## src/rtl/rgb2ycbcr_pipe_pkg.sv

```systemverilog
// Shared types and constants for the RGB -> YCbCr colour converter.
//   rgb_t / ycbcr_t : packed pixels at the default 8-bit channel width
//                     (the pipeline itself uses flat CHANNEL_WIDTH vectors).
//   csc_mode_e      : per-pixel conversion mode.
//   COEF_BT601/709  : Q10 coefficient rows {Y, Cb, Cr}, columns {R, G, B}.
//   coef_q()        : coefficient lookup rescaled to an arbitrary fraction width.
package rgb2ycbcr_package;

  localparam int CHANNEL_WIDTH_DEF = 8;
  localparam int COEF_FRAC_REF     = 10;

  typedef struct packed {
    logic [CHANNEL_WIDTH_DEF-1:0] r;
    logic [CHANNEL_WIDTH_DEF-1:0] g;
    logic [CHANNEL_WIDTH_DEF-1:0] b;
  } rgb_t;

  typedef struct packed {
    logic [CHANNEL_WIDTH_DEF-1:0] y;
    logic [CHANNEL_WIDTH_DEF-1:0] cb;
    logic [CHANNEL_WIDTH_DEF-1:0] cr;
  } ycbcr_t;

  typedef enum logic [1:0] {
    CSC_BT601  = 2'd0,
    CSC_BT709  = 2'd1,
    CSC_BYPASS = 2'd2,
    CSC_RSVD   = 2'd3   // treated as bypass
  } csc_mode_e;

  localparam int COEF_BT601 [3][3] = '{'{ 306,  601,  117},
                                       '{-173, -339,  512},
                                       '{ 512, -429,  -83}};
  localparam int COEF_BT709 [3][3] = '{'{ 218,  732,   74},
                                       '{-117, -395,  512},
                                       '{ 512, -465,  -47}};

  // Bypass modes never reach the dot product result, so anything that is not
  // BT709 may safely read the BT601 table.
  function automatic int coef_q(input logic [1:0] mode, input int row, input int col,
                                input int frac);
    int c;
    c = (mode == CSC_BT709) ? COEF_BT709[row][col] : COEF_BT601[row][col];
    if (frac >= COEF_FRAC_REF) return c <<< (frac - COEF_FRAC_REF);
    else                       return c >>> (COEF_FRAC_REF - frac);
  endfunction

endpackage

```

## src/rtl/rgb2ycbcr_pipe_csc_dot3.sv

```systemverilog
// One output channel of the colour converter: signed 3-term dot product with
// rounding (S2), then arithmetic shift, chroma offset and clamp (S3).
//   clk_i, rst_i   : clock, async active-high reset
//   s2_en_i        : load S2 (products + sum) from the S1 pixel
//   s3_en_i        : load S3 (output register) from S2
//   mode_i         : csc mode of the pixel held in S1
//   r_i, g_i, b_i  : S1 pixel channels (unsigned)
//   res_o          : registered channel result (S3)
module csc_dot3 import rgb2ycbcr_package::*; #(
  parameter int CHANNEL_WIDTH = 8,
  parameter int COEFF_FRAC    = 10,
  parameter int ROW           = 0    // 0 = Y, 1 = Cb, 2 = Cr
) (
  input  logic                     clk_i,
  input  logic                     rst_i,
  input  logic                     s2_en_i,
  input  logic                     s3_en_i,
  input  logic [1:0]               mode_i,
  input  logic [CHANNEL_WIDTH-1:0] r_i,
  input  logic [CHANNEL_WIDTH-1:0] g_i,
  input  logic [CHANNEL_WIDTH-1:0] b_i,
  output logic [CHANNEL_WIDTH-1:0] res_o
);
  localparam int CW    = CHANNEL_WIDTH;
  // Worst-case |sum| stays below 2^(CW+COEFF_FRAC+1); two guard bits on top.
  localparam int ACC_W = CW + COEFF_FRAC + 3;
  localparam logic signed [ACC_W-1:0] RND  = ACC_W'(1 << (COEFF_FRAC - 1));
  localparam logic signed [ACC_W-1:0] OFS  = (ROW == 0) ? '0 : ACC_W'(1 << (CW - 1));
  localparam logic signed [ACC_W-1:0] MAXV = ACC_W'((1 << CW) - 1);

  logic signed [ACC_W-1:0] k0, k1, k2, r_s, g_s, b_s, acc_d, acc_q, val;
  logic [CW-1:0]           pass_d, pass_q, res_d;
  logic                    byp_q;

  assign k0  = ACC_W'(coef_q(mode_i, ROW, 0, COEFF_FRAC));
  assign k1  = ACC_W'(coef_q(mode_i, ROW, 1, COEFF_FRAC));
  assign k2  = ACC_W'(coef_q(mode_i, ROW, 2, COEFF_FRAC));
  assign r_s = $signed(ACC_W'(r_i));
  assign g_s = $signed(ACC_W'(g_i));
  assign b_s = $signed(ACC_W'(b_i));

  assign acc_d  = k0 * r_s + k1 * g_s + k2 * b_s + RND;
  // Bypass maps r->y, g->cb, b->cr.
  assign pass_d = (ROW == 0) ? r_i : (ROW == 1) ? g_i : b_i;

  always_ff @(posedge clk_i or posedge rst_i) begin
    if (rst_i) begin
      acc_q  <= '0;
      byp_q  <= 1'b0;
      pass_q <= '0;
    end else if (s2_en_i) begin
      acc_q  <= acc_d;
      byp_q  <= mode_i[1];          // modes 2 and 3 both bypass
      pass_q <= pass_d;
    end
  end

  always_comb begin
    val   = (acc_q >>> COEFF_FRAC) + OFS;
    res_d = val[CW-1:0];
    if (byp_q)              res_d = pass_q;
    else if (val[ACC_W-1])  res_d = '0;
    else if (val > MAXV)    res_d = MAXV[CW-1:0];
  end

  always_ff @(posedge clk_i or posedge rst_i) begin
    if (rst_i)        res_o <= '0;
    else if (s3_en_i) res_o <= res_d;
  end

endmodule

```

## src/rtl/rgb2ycbcr_pipe.sv

```systemverilog
// Stall-capable 3-stage RGB -> YCbCr converter (BT601 / BT709 / bypass per pixel).
//   clk_i, rst_i            : clock, async active-high reset
//   clear_i                 : synchronous flush of pipeline and pixel counter
//   in_valid_i/in_ready_o   : input handshake; in_pixel_i = {r,g,b}
//   in_mode_i, in_last_i    : per-pixel mode and end-of-frame, travel with pixel
//   out_valid_o/out_ready_i : output handshake; out_pixel_o = {y,cb,cr}
//   out_last_o              : end-of-frame aligned with out_pixel_o
//   pix_cnt_o               : output handshakes since reset/clear (wrapping)
module rgb2ycbcr_pipe import rgb2ycbcr_package::*; #(
  parameter int CHANNEL_WIDTH = 8,
  parameter int COEFF_FRAC    = 10,
  parameter int CNT_WIDTH     = 32
) (
  input  logic                       clk_i,
  input  logic                       rst_i,
  input  logic                       clear_i,
  input  logic                       in_valid_i,
  output logic                       in_ready_o,
  input  logic [3*CHANNEL_WIDTH-1:0] in_pixel_i,
  input  logic [1:0]                 in_mode_i,
  input  logic                       in_last_i,
  output logic                       out_valid_o,
  input  logic                       out_ready_i,
  output logic [3*CHANNEL_WIDTH-1:0] out_pixel_o,
  output logic                       out_last_o,
  output logic [CNT_WIDTH-1:0]       pix_cnt_o
);
  localparam int CW = CHANNEL_WIDTH;

  logic              v1, v2, v3, ld1, ld2, ld3, in_hs;
  logic [3*CW-1:0]   pix1;
  logic [1:0]        mode1;
  logic              last1, last2, last3;

  // Load chain: a stage advances when empty or when its successor advances.
  assign ld3        = !v3 || out_ready_i;
  assign ld2        = !v2 || ld3;
  assign ld1        = !v1 || ld2;
  assign in_ready_o = ld1 && !clear_i;
  assign in_hs      = in_valid_i && in_ready_o;

  assign out_valid_o = v3;
  assign out_last_o  = last3;

  always_ff @(posedge clk_i or posedge rst_i) begin
    if (rst_i) begin
      v1 <= 1'b0; v2 <= 1'b0; v3 <= 1'b0;
    end else if (clear_i) begin
      v1 <= 1'b0; v2 <= 1'b0; v3 <= 1'b0;
    end else begin
      if (ld1) v1 <= in_hs;
      if (ld2) v2 <= v1;
      if (ld3) v3 <= v2;
    end
  end

  always_ff @(posedge clk_i or posedge rst_i) begin
    if (rst_i) begin
      pix1  <= '0;
      mode1 <= CSC_BT601;
      last1 <= 1'b0;
      last2 <= 1'b0;
      last3 <= 1'b0;
    end else begin
      if (in_hs) begin
        pix1  <= in_pixel_i;
        mode1 <= in_mode_i;
        last1 <= in_last_i;
      end
      if (ld2 && v1) last2 <= last1;
      if (ld3 && v2) last3 <= last2;
    end
  end

  always_ff @(posedge clk_i or posedge rst_i) begin
    if (rst_i)                           pix_cnt_o <= '0;
    else if (clear_i)                    pix_cnt_o <= '0;
    else if (out_valid_o && out_ready_i) pix_cnt_o <= pix_cnt_o + 1'b1;
  end

  for (genvar g_row = 0; g_row < 3; g_row++) begin : g_ch
    csc_dot3 #(
      .CHANNEL_WIDTH (CW),
      .COEFF_FRAC    (COEFF_FRAC),
      .ROW           (g_row)
    ) u_dot (
      .clk_i   (clk_i),
      .rst_i   (rst_i),
      .s2_en_i (ld2 && v1),
      .s3_en_i (ld3 && v2),
      .mode_i  (mode1),
      .r_i     (pix1[3*CW-1 -: CW]),
      .g_i     (pix1[2*CW-1 -: CW]),
      .b_i     (pix1[CW-1:0]),
      .res_o   (out_pixel_o[(2-g_row)*CW +: CW])
    );
  end

endmodule

```

## config.mk

```make
export PLATFORM = sky130hd
export DESIGN_NAME = rgb2ycbcr_pipe
export DESIGN_NICKNAME = d
export VERILOG_FILES = /design/src/rtl/rgb2ycbcr_pipe_pkg.sv /design/src/rtl/rgb2ycbcr_pipe_csc_dot3.sv /design/src/rtl/rgb2ycbcr_pipe.sv
export SDC_FILE = /design/constraint.sdc
export NUM_CORES = 1
export LEC_CHECK = 0
export CORE_UTILIZATION = 69
export CTS_CLUSTER_SIZE = 16
export DETAILED_ROUTE_END_ITERATION = 8
export PLACE_DENSITY = 0.95
export REMOVE_ABC_BUFFERS = 1
export SLEW_MARGIN = 20
export SYNTH_ARGS = -nofsm -noshare
export SYNTH_HDL_FRONTEND = slang
export SYNTH_SLANG_ARGS = --single-unit
```

## constraint.sdc

```tcl
create_clock -name clk_i -period 17.9 [get_ports clk_i]
set_input_delay 3.58 -clock clk_i [delete_from_list [all_inputs] [get_ports clk_i]]
set_output_delay 3.58 -clock clk_i [all_outputs]
set_load 0.01 [all_outputs]
```

==> qor.txt <==
Largest cells by area after synthesis = fa_1 (34%), ha_1 (18%), dfrtp_1 (18%)
Required time worst endpoint = 14320 ps
TritonCTS Buffers = 17
Antenna violations before repair = 0
Vias after detailed routing = 15000
Critical path capture point type = output port
Commonest cells after routing, fill and taps aside = inv_1 (533), fa_1 (345), ha_1 (298)
Leading cell type in the layout, fill and taps excluded = inv_1
Top FF cell, synth = dfrtp_1
Skew final = 13.0 ps
Detailed placement HPWL = 43500 µm
Post-Route WL = 54500 µm
Synth-to-Final Area Change = 9.75%
CTS Buffer Depth = 2
Top cell type's share of synthesized area = 0.336
Die area = 30400 µm²
Worst Hold Class = reg -> reg
Initial core utilization = 0.708
Leading area contributor after synthesis = fa_1
Post-synthesis sequential element count = 145
Vias per inst = 5.84
Post-Syn Area = 20500 µm²
Finish-stage setup viols = 0
Die Wd = 174 µm
GRT Overall Usage = 0.383
Port bufs = 90
Setup_tns = 0 ps
Fraction of layout cells with a size suffix above 1 = 0.0434
Hold Path Origin = g_ch[1].u_dot.pass_q[5]
Final Wtd Congestion = 1.00
Nets = 2853
Postcts setup bufs = 0
Place WS = 9150 ps
Startpoint types = primary input
Htree depth = 4
Post-CTS sizing = 0
I/O Pins = 91
Slew Limit Fails = 0
Floorplan die height = 174 µm
Critical path type = in -> out
Number of routed nets with antenna violations = 0
Worst-path clk slew = 60 ps
Total grt overflow = 0
Outcome = finished, final reports clean
First-pass GRT wire length = 86900 µm
Seq/Total Area, Yosys = 0.177
Clock Latency Late Sink = 460 ps
Max Freq = 114 MHz
CTS tree = done
Worst slew margin = 0.337
Cells after Synth = 2077
WL/cell = 21.2 µm
Max Cap Violations = 0
RSZ-0062 raised after global routing = false
R2r startpoint = pix1[19]
Core area = 29000 µm²
WP data arrival = 5190 ps
Inserted Diodes = 0
Crit path max fanout = 5
Worst slew pin tran = 989 ps
Worst reg2reg setup slack = 10110 ps
Vias in the first global route = 16600
Syn_area_per_cell = 9.88 µm²
Synth unique cells = 63
Async S/R FF share, synth = 1.00
Root buffer cell = clkbuf_16
Synth warn = 0
DR iter-0 viols = 1375
Hold Vio Cnt, Final = 0
Drt pass-1 iters = 6
CTS sink count = 145
Row count = 62
Final worst slack = 9130 ps
Crit. Startpoint = out_ready_i
Hold bufs inserted after CTS = 0
Pin count of the biggest net entering global routing = 87
Util after Layout = 0.777
Post-synth EDFFs = 0
Tcrit/Tclk final = 0.490
Smallest hold slack = 478 ps
Crit path time final = 8770 ps
DRC = 0
[state kept, by name (all words and copies together) (netlist names)]
signal / flops
last1: 1
g_ch.u_dot.pass_q: 24
g_ch.u_dot.acc_q: 32
pix_cnt_o: 32
g_ch.u_dot.res_o: 24
out_valid_o: 1
g_ch.u_dot.byp_q: 1
v2: 1
out_last_o: 1
last2: 1
mode1: 2
pix1: 24
v1: 1
[critical path, cell delays in order]
cell and delay (ps):
clkdlybuf4s50_1 550, nor2b_1 110, and2_1 190, a21oi_1 190, clkdlybuf4s50_1 570
[layout make-up]
| cell class | count | area (µm²) |
|---|---|---|
| clock inverters | 14 | 146 |
| multi-input cells | 1373 | 14800 |
| fillers | 1845 | 6480 |
| well taps | 384 | 480 |
| clock buffers | 18 | 429 |
| inverters | 535 | 2010 |
| flip-flops and latches | 145 | 3630 |
| repair buffers | 106 | 1020 |
[final timing paths]
check / endpoint / cells after the start
max: in_ready_o / 5
min: g_ch[1].u_dot.pass_q[5] / 2
max reg2reg: g_ch[0].u_dot.acc_q[18] / 21
min reg2reg: g_ch[1].u_dot.pass_q[5] / 2
max in group asynchronous: pix_cnt_o[3] / 3
min in group asynchronous: pix_cnt_o[19] / 2
[synthesized netlist by cell type, types with 3 or more instances]
| master | n |
|---|---|
| a31oi_1 | 4 |
| nor2b_1 | 3 |
| dfrtp_1 | 145 |
| buf_1 | 3 |
| and3_1 | 10 |
| or2_2 | 6 |
| o21ai_0 | 86 |
| o221ai_1 | 3 |
| ha_1 | 298 |
| a21o_1 | 32 |
| or3_1 | 15 |
| a31o_2 | 3 |
| inv_1 | 534 |
| mux2_2 | 29 |
| o22ai_1 | 10 |
| o31ai_1 | 6 |
| mux2i_1 | 3 |
| nor3_1 | 10 |
| a211oi_1 | 3 |
| o211ai_1 | 3 |
| and2_1 | 8 |
| nor2_1 | 61 |
| nand3_1 | 19 |
| clkbuf_1 | 51 |
| a21oi_1 | 51 |
| xnor2_1 | 42 |
| nand2_1 | 192 |
| fa_1 | 345 |
| nand4_1 | 16 |
| o21a_1 | 9 |
| nand2b_1 | 9 |
| xor2_1 | 25 |
[cells by family after synthesis]
family                   count (synthesis)  synth area share
adder cells (fa/ha/maj)                643             0.518
buffers and inverters                  591             0.108
AND/OR/NAND/NOR                        363            0.0806
AO/OA/AOI/OAI                          234            0.0701
flip-flops                             145             0.177
XOR/XNOR                                67            0.0286
multiplexers                            32            0.0174
other                                    2          0.000366
[through the flow]
step | area (µm²) | instances
6_report | 22500 | 2575
3_3_place_gp | 22000 | 2543
3_5_place_dp | 22000 | 2543
5_1_grt | 22500 | 2575
4_1_cts | 22500 | 2575
2_1_floorplan | 20400 | 2053
[per-layer routing]
layer | track usage | up-vias | routed length, µm
li1 | - | 6603 | -
met4 | 0.200 | 0 | 3180
met1 | 0.462 | 7512 | 20100
met3 | 0.0936 | 204 | 4670
met5 | 0 | - | 0
met2 | 0.639 | 724 | 26600
Power is not shown: default switching activity piles up to over one toggle a cycle in this logic, so the estimate is an artifact.
